## src/rtl/vga_sync_gen.sv

```systemverilog
// 640x480@60 VGA timing generator: pixel-enable divider, x/y raster counters,
// registered active-low syncs aligned with the x/y update edge.
module vga_sync_gen #(
    parameter int CLK_DIV   = 4,
    parameter int H_DISPLAY = 640,
    parameter int H_FRONT   = 16,
    parameter int H_SYNC    = 96,
    parameter int H_BACK    = 48,
    parameter int V_DISPLAY = 480,
    parameter int V_FRONT   = 10,
    parameter int V_SYNC    = 2,
    parameter int V_BACK    = 33
) (
    input  logic       clk,
    input  logic       reset_n,
    output logic       p_tick,
    output logic [9:0] x,
    output logic [9:0] y,
    output logic       video_on,
    output logic       hsync,
    output logic       vsync,
    output logic       frame_tick
);

    localparam int H_TOTAL = H_DISPLAY + H_FRONT + H_SYNC + H_BACK;
    localparam int V_TOTAL = V_DISPLAY + V_FRONT + V_SYNC + V_BACK;
    localparam int DIV_W   = (CLK_DIV > 1) ? $clog2(CLK_DIV) : 1;

    localparam logic [DIV_W-1:0] DIV_MAX = DIV_W'(CLK_DIV - 1);
    localparam logic [9:0] H_MAX      = 10'(H_TOTAL - 1);
    localparam logic [9:0] V_MAX      = 10'(V_TOTAL - 1);
    localparam logic [9:0] H_DISP     = 10'(H_DISPLAY);
    localparam logic [9:0] V_DISP     = 10'(V_DISPLAY);
    localparam logic [9:0] H_SYNC_BEG = 10'(H_DISPLAY + H_FRONT);
    localparam logic [9:0] H_SYNC_END = 10'(H_DISPLAY + H_FRONT + H_SYNC - 1);
    localparam logic [9:0] V_SYNC_BEG = 10'(V_DISPLAY + V_FRONT);
    localparam logic [9:0] V_SYNC_END = 10'(V_DISPLAY + V_FRONT + V_SYNC - 1);

    logic [DIV_W-1:0] div_cnt_q, div_cnt_d;
    logic [9:0]       x_q, x_d;
    logic [9:0]       y_q, y_d;
    logic             hsync_q, hsync_d;
    logic             vsync_q, vsync_d;
    logic             tick;

    assign tick = (div_cnt_q == DIV_MAX);

    always_comb begin
        div_cnt_d = div_cnt_q;
        x_d       = x_q;
        y_d       = y_q;
        if (tick) begin
            div_cnt_d = '0;
            x_d       = (x_q == H_MAX) ? 10'd0 : x_q + 10'd1;
            if (x_q == H_MAX) begin
                y_d = (y_q == V_MAX) ? 10'd0 : y_q + 10'd1;
            end
        end else begin
            div_cnt_d = div_cnt_q + DIV_W'(1);
        end
        // syncs decoded from next-state so they change on the same edge as x/y
        hsync_d = !((x_d >= H_SYNC_BEG) && (x_d <= H_SYNC_END));
        vsync_d = !((y_d >= V_SYNC_BEG) && (y_d <= V_SYNC_END));
    end

    always_ff @(posedge clk) begin
        if (!reset_n) begin
            div_cnt_q <= '0;
            x_q       <= '0;
            y_q       <= '0;
            hsync_q   <= 1'b1;
            vsync_q   <= 1'b1;
        end else begin
            div_cnt_q <= div_cnt_d;
            x_q       <= x_d;
            y_q       <= y_d;
            hsync_q   <= hsync_d;
            vsync_q   <= vsync_d;
        end
    end

    assign p_tick     = tick;
    assign x          = x_q;
    assign y          = y_q;
    assign hsync      = hsync_q;
    assign vsync      = vsync_q;
    assign video_on   = (x_q < H_DISP) && (y_q < V_DISP);
    assign frame_tick = tick && (x_q == H_MAX) && (y_q == V_MAX);

endmodule
```

## config.mk

```make
export PLATFORM = sky130hd
export DESIGN_NAME = vga_sync_gen
export DESIGN_NICKNAME = d
export VERILOG_FILES = /design/src/rtl/vga_sync_gen.sv
export SDC_FILE = /design/constraint.sdc
export NUM_CORES = 1
export LEC_CHECK = 0
export CORE_UTILIZATION = 30
export DETAILED_ROUTE_END_ITERATION = 8
export PLACE_DENSITY = 0.56
export REMOVE_ABC_BUFFERS = 1
export SYNTH_ARGS = -nofsm -noshare
export SYNTH_HDL_FRONTEND = slang
export SYNTH_SLANG_ARGS = --single-unit
export TNS_END_PERCENT = 1
```

## constraint.sdc

```tcl
create_clock -name clk -period 2.68 [get_ports clk]
set_clock_uncertainty 0.15 [all_clocks]
set_input_delay 0.536 -clock clk [delete_from_list [all_inputs] [get_ports clk]]
set_output_delay 0.536 -clock clk [all_outputs]
set_load 0.03 [all_outputs]
```

==> flow_metrics.tcl <==
set metrics [dict create \
    whs_path_depth 1 \
    antenna_cells 0 \
    clkTransAtPathRegs_ns 0.08 \
    root_buffer "clkbuf_8" \
    pre_cts_slack_ns 0.201 \
    cts_buffers 3 \
    gp_congestion 0.822 \
    fin_util_pct 42.3 \
    routedLengthMet1_mm 1.51 \
    seq_area_frac_synth_pct 36.5 \
    cts_tree "yes" \
    antenna_found_initial 0 \
    synth_compound_area_share_pct 11.6 \
    crit_path_cell_trace "ha_1, buf_4, clkdlybuf4s50_1" \
    tns_ns 0 \
    critPathMaxFanout 8 \
    wire_per_inst_um 13.0 \
    switching_share_pct 19.6 \
    r2r_end "vsync" \
    hold_start "div_cnt_q[0]" \
    cp.required_ns 1.99 \
    hpwl_mm 2.29 \
    overflow 0 \
    grt_util_all_layers_pct 14.7 \
    pwr-share-seq_pct 50.9 \
    synthArstFlopShare_pct 0 \
    clk_latency_ns 0.27 \
    wl_met2_mm 1.40 \
    drive_gt1_share_pct 12.0 \
    post-route-min-period_ns 2.55 \
    cp_top_family "buffers and inverters" \
    synth.area.mux_share_pct 0 \
    post_dp_cell_area_um2 1660 \
    leakagePower_nw 0.555 \
    outcome "finished, final reports clean" \
    yosys-top-cells-count "dfxtp_1, nor2_1, nand2_1, xnor2_1, nand3_1" \
    syn_area_per_cell_um2 8.67 \
    synth_area_um2 1320 \
    cap_violations 0 \
    rrSetupSlack_ns 0.20 \
    cts_setup_buffers 0 \
    grt_start_max_net_pins 15 \
    design_area_um2 1740 \
    area_growth_pct 32.2 \
    synth-adder-area-share_pct 3.80 \
    reg2reg_from "y[0]" \
    placementRows 23 \
    dieWidth_um 68.3 \
    synth_area_leaders "dfxtp_1, xnor2_1, nor2_1, xor2_1, ha_1" \
    power_switching_w 0.000141 \
    yosysTopAreaCell "dfxtp_1" \
    hold_path_class "flop to flop" \
    yosys.area.top_type_share_pct 36.5 \
    max_stage_delay_ns 0.67 \
    grt_pass1_wl_mm 5.21 \
    dieArea_um2 4660 \
    drtIter0Drc 87 \
    first_pass_iters 4 \
    ys_ff_latch 24 \
    critPathLaunchType "flop" \
    crit_type "flop to primary output" \
    power_frac_clock_pct 44.4 \
    cts_resized 1 \
    power_density_nw_per_um2 412 \
    die_h_um 68.3 \
    postRouteAntennaNets 0 \
    tightest_slew_ns 0.362 \
    ys_types 42 \
    layout_setup_ws_ns 0.131 \
    synth_edf_count 0 \
    fin_crit_sh_pct 95.1 \
    nets 190 \
    synth_xor_area_share_pct 10.6 \
    wl_mm 3.02 \
    drc 0 \
    synth_warnings 0 \
    hold_viol 0 \
    met3WireLength_um 83 \
    clock_path_buffers 2 \
    ir_drop_uv 313 \
    critPathSlowestCell "clkdlybuf4s50_1" \
    fmax_ghz 0.392 \
    numClockSinks 24 \
    max-slew-margin-rel_pct 75.9 \
    yosys.area_share.simple_pct 33.6 \
    syn_inst 152 \
    synthFlopType "dfxtp_1" \
    rsz0062_at_grt "no" \
    synth_top_family_by_area "simple AND/OR/NAND/NOR gates" \
    p_int_w 0.000577 \
    initial_core_util_pct 32.0 \
    yosysMostFrequentCell "dfxtp_1" \
    port_buffers 26 \
    crit_buf_inv 2 \
    setup-violations-final 0 \
    crit_arrival_ns 1.86 \
    viasPerCell 5.15 \
    ioPinCount 27 \
    worstHoldEndpoint "div_cnt_q[0]" \
    grt_pass1_vias 1119 \
    cts-htree-levels 1 \
    reg2regPathDepth 6 \
    timing.final.max_slew_violations 0 \
    design.core.area_um2 4120 \
    combinationalPowerShare_pct 4.7 \
    cp-end-kind "primary output" \
    routed.top_layer "met4" \
    vias 1199 \
    post_cts_hold_buffer_count 0 \
]
[cells by family after synthesis]
logic type / after synthesis
DFF: 24
adders and majority gates: 4
AOI/OAI and AO/OA: 22
xor gates and xnor gates: 16
and+or+nand+nor: 75
buffers and inverters: 11
[placed cells by master, fill, tap and decap left out, types with 3 or more instances in the layout]
cell type / instances
a21oi_1: 4
buf_4: 8
clkbuf_8: 3
clkdlybuf4s50_1: 25
dfxtp_1: 22
ha_1: 4
inv_1: 5
nand2_1: 10
nand3_1: 9
nand4_1: 4
nor2_1: 16
nor2b_1: 5
nor3_1: 7
o21ai_0: 5
or3_1: 4
xnor2_1: 10
xor2_1: 6
[power by group through the flow]
stage | Combinational, W | Clock, W | Sequential, W
2_1_floorplan | 0.0000155 | 0 | 0.000375
3_3_place_gp | 0.0000337 | 0 | 0.000373
3_5_place_dp | 0.0000341 | 0 | 0.000373
4_1_cts | 0.0000347 | 0.000326 | 0.000365
5_1_grt | 0.0000374 | 0.000345 | 0.000366
6_report | 0.0000339 | 0.000318 | 0.000365
[worst max-delay path by stage]
stage | depth (start not counted) | from | endpoint | slack [ns]
2_1_floorplan | 6 | x[0] | vsync | 0.08
3_3_place_gp | 6 | x[0] | vsync | 0.24
3_5_place_dp | 6 | x[0] | vsync | 0.20
4_1_cts | 6 | x[0] | frame_tick | 0.05
5_1_grt | 6 | y[0] | vsync | 0.01
6_report | 3 | div_cnt_q[0] | p_tick | 0.13
[state kept, by name, indices dropped and copies added (netlist names)]
name	cells
div_cnt_q	2
y	10
vsync	1
hsync	1
x	10
[layout make-up]
type / instances / area (um2)
clock buffers: 3 / 41.3
clock inverters: 1 / 30.0
fillers: 418 / 2370
inverters: 5 / 18.8
multi-input cells: 117 / 796
flip-flops and latches: 24 / 483
well taps: 50 / 62.6
repair buffers: 33 / 310
[through the flow]
stage / hold slack (ns) / total power (W) / std cells
floorplan: 0.253 / 0.000391 / 146
global placement: 0.262 / 0.000407 / 229
detailed placement: 0.270 / 0.000407 / 229
CTS: 0.282 / 0.000726 / 233
global route: 0.309 / 0.000748 / 233
finish: 0.280 / 0.000717 / 233
[layer usage]
layer	vias up	global-route usage [%]
li1	609	-
met1	568	20.3
met2	20	22.5
met3	2	3.33
met4	0	4.17
met5	-	0
[worst register-to-register path: cells and delay by family, from the launching register on]
kind | cells | cell delay (ns)
adder cells (fa/ha/maj) | 1 | 0.32
flip-flops | 1 | 0.48
AO/OA/AOI/OAI | 2 | 0.35
AND/OR/NAND/NOR | 3 | 1.07
(Power assumes the default switching activity.)
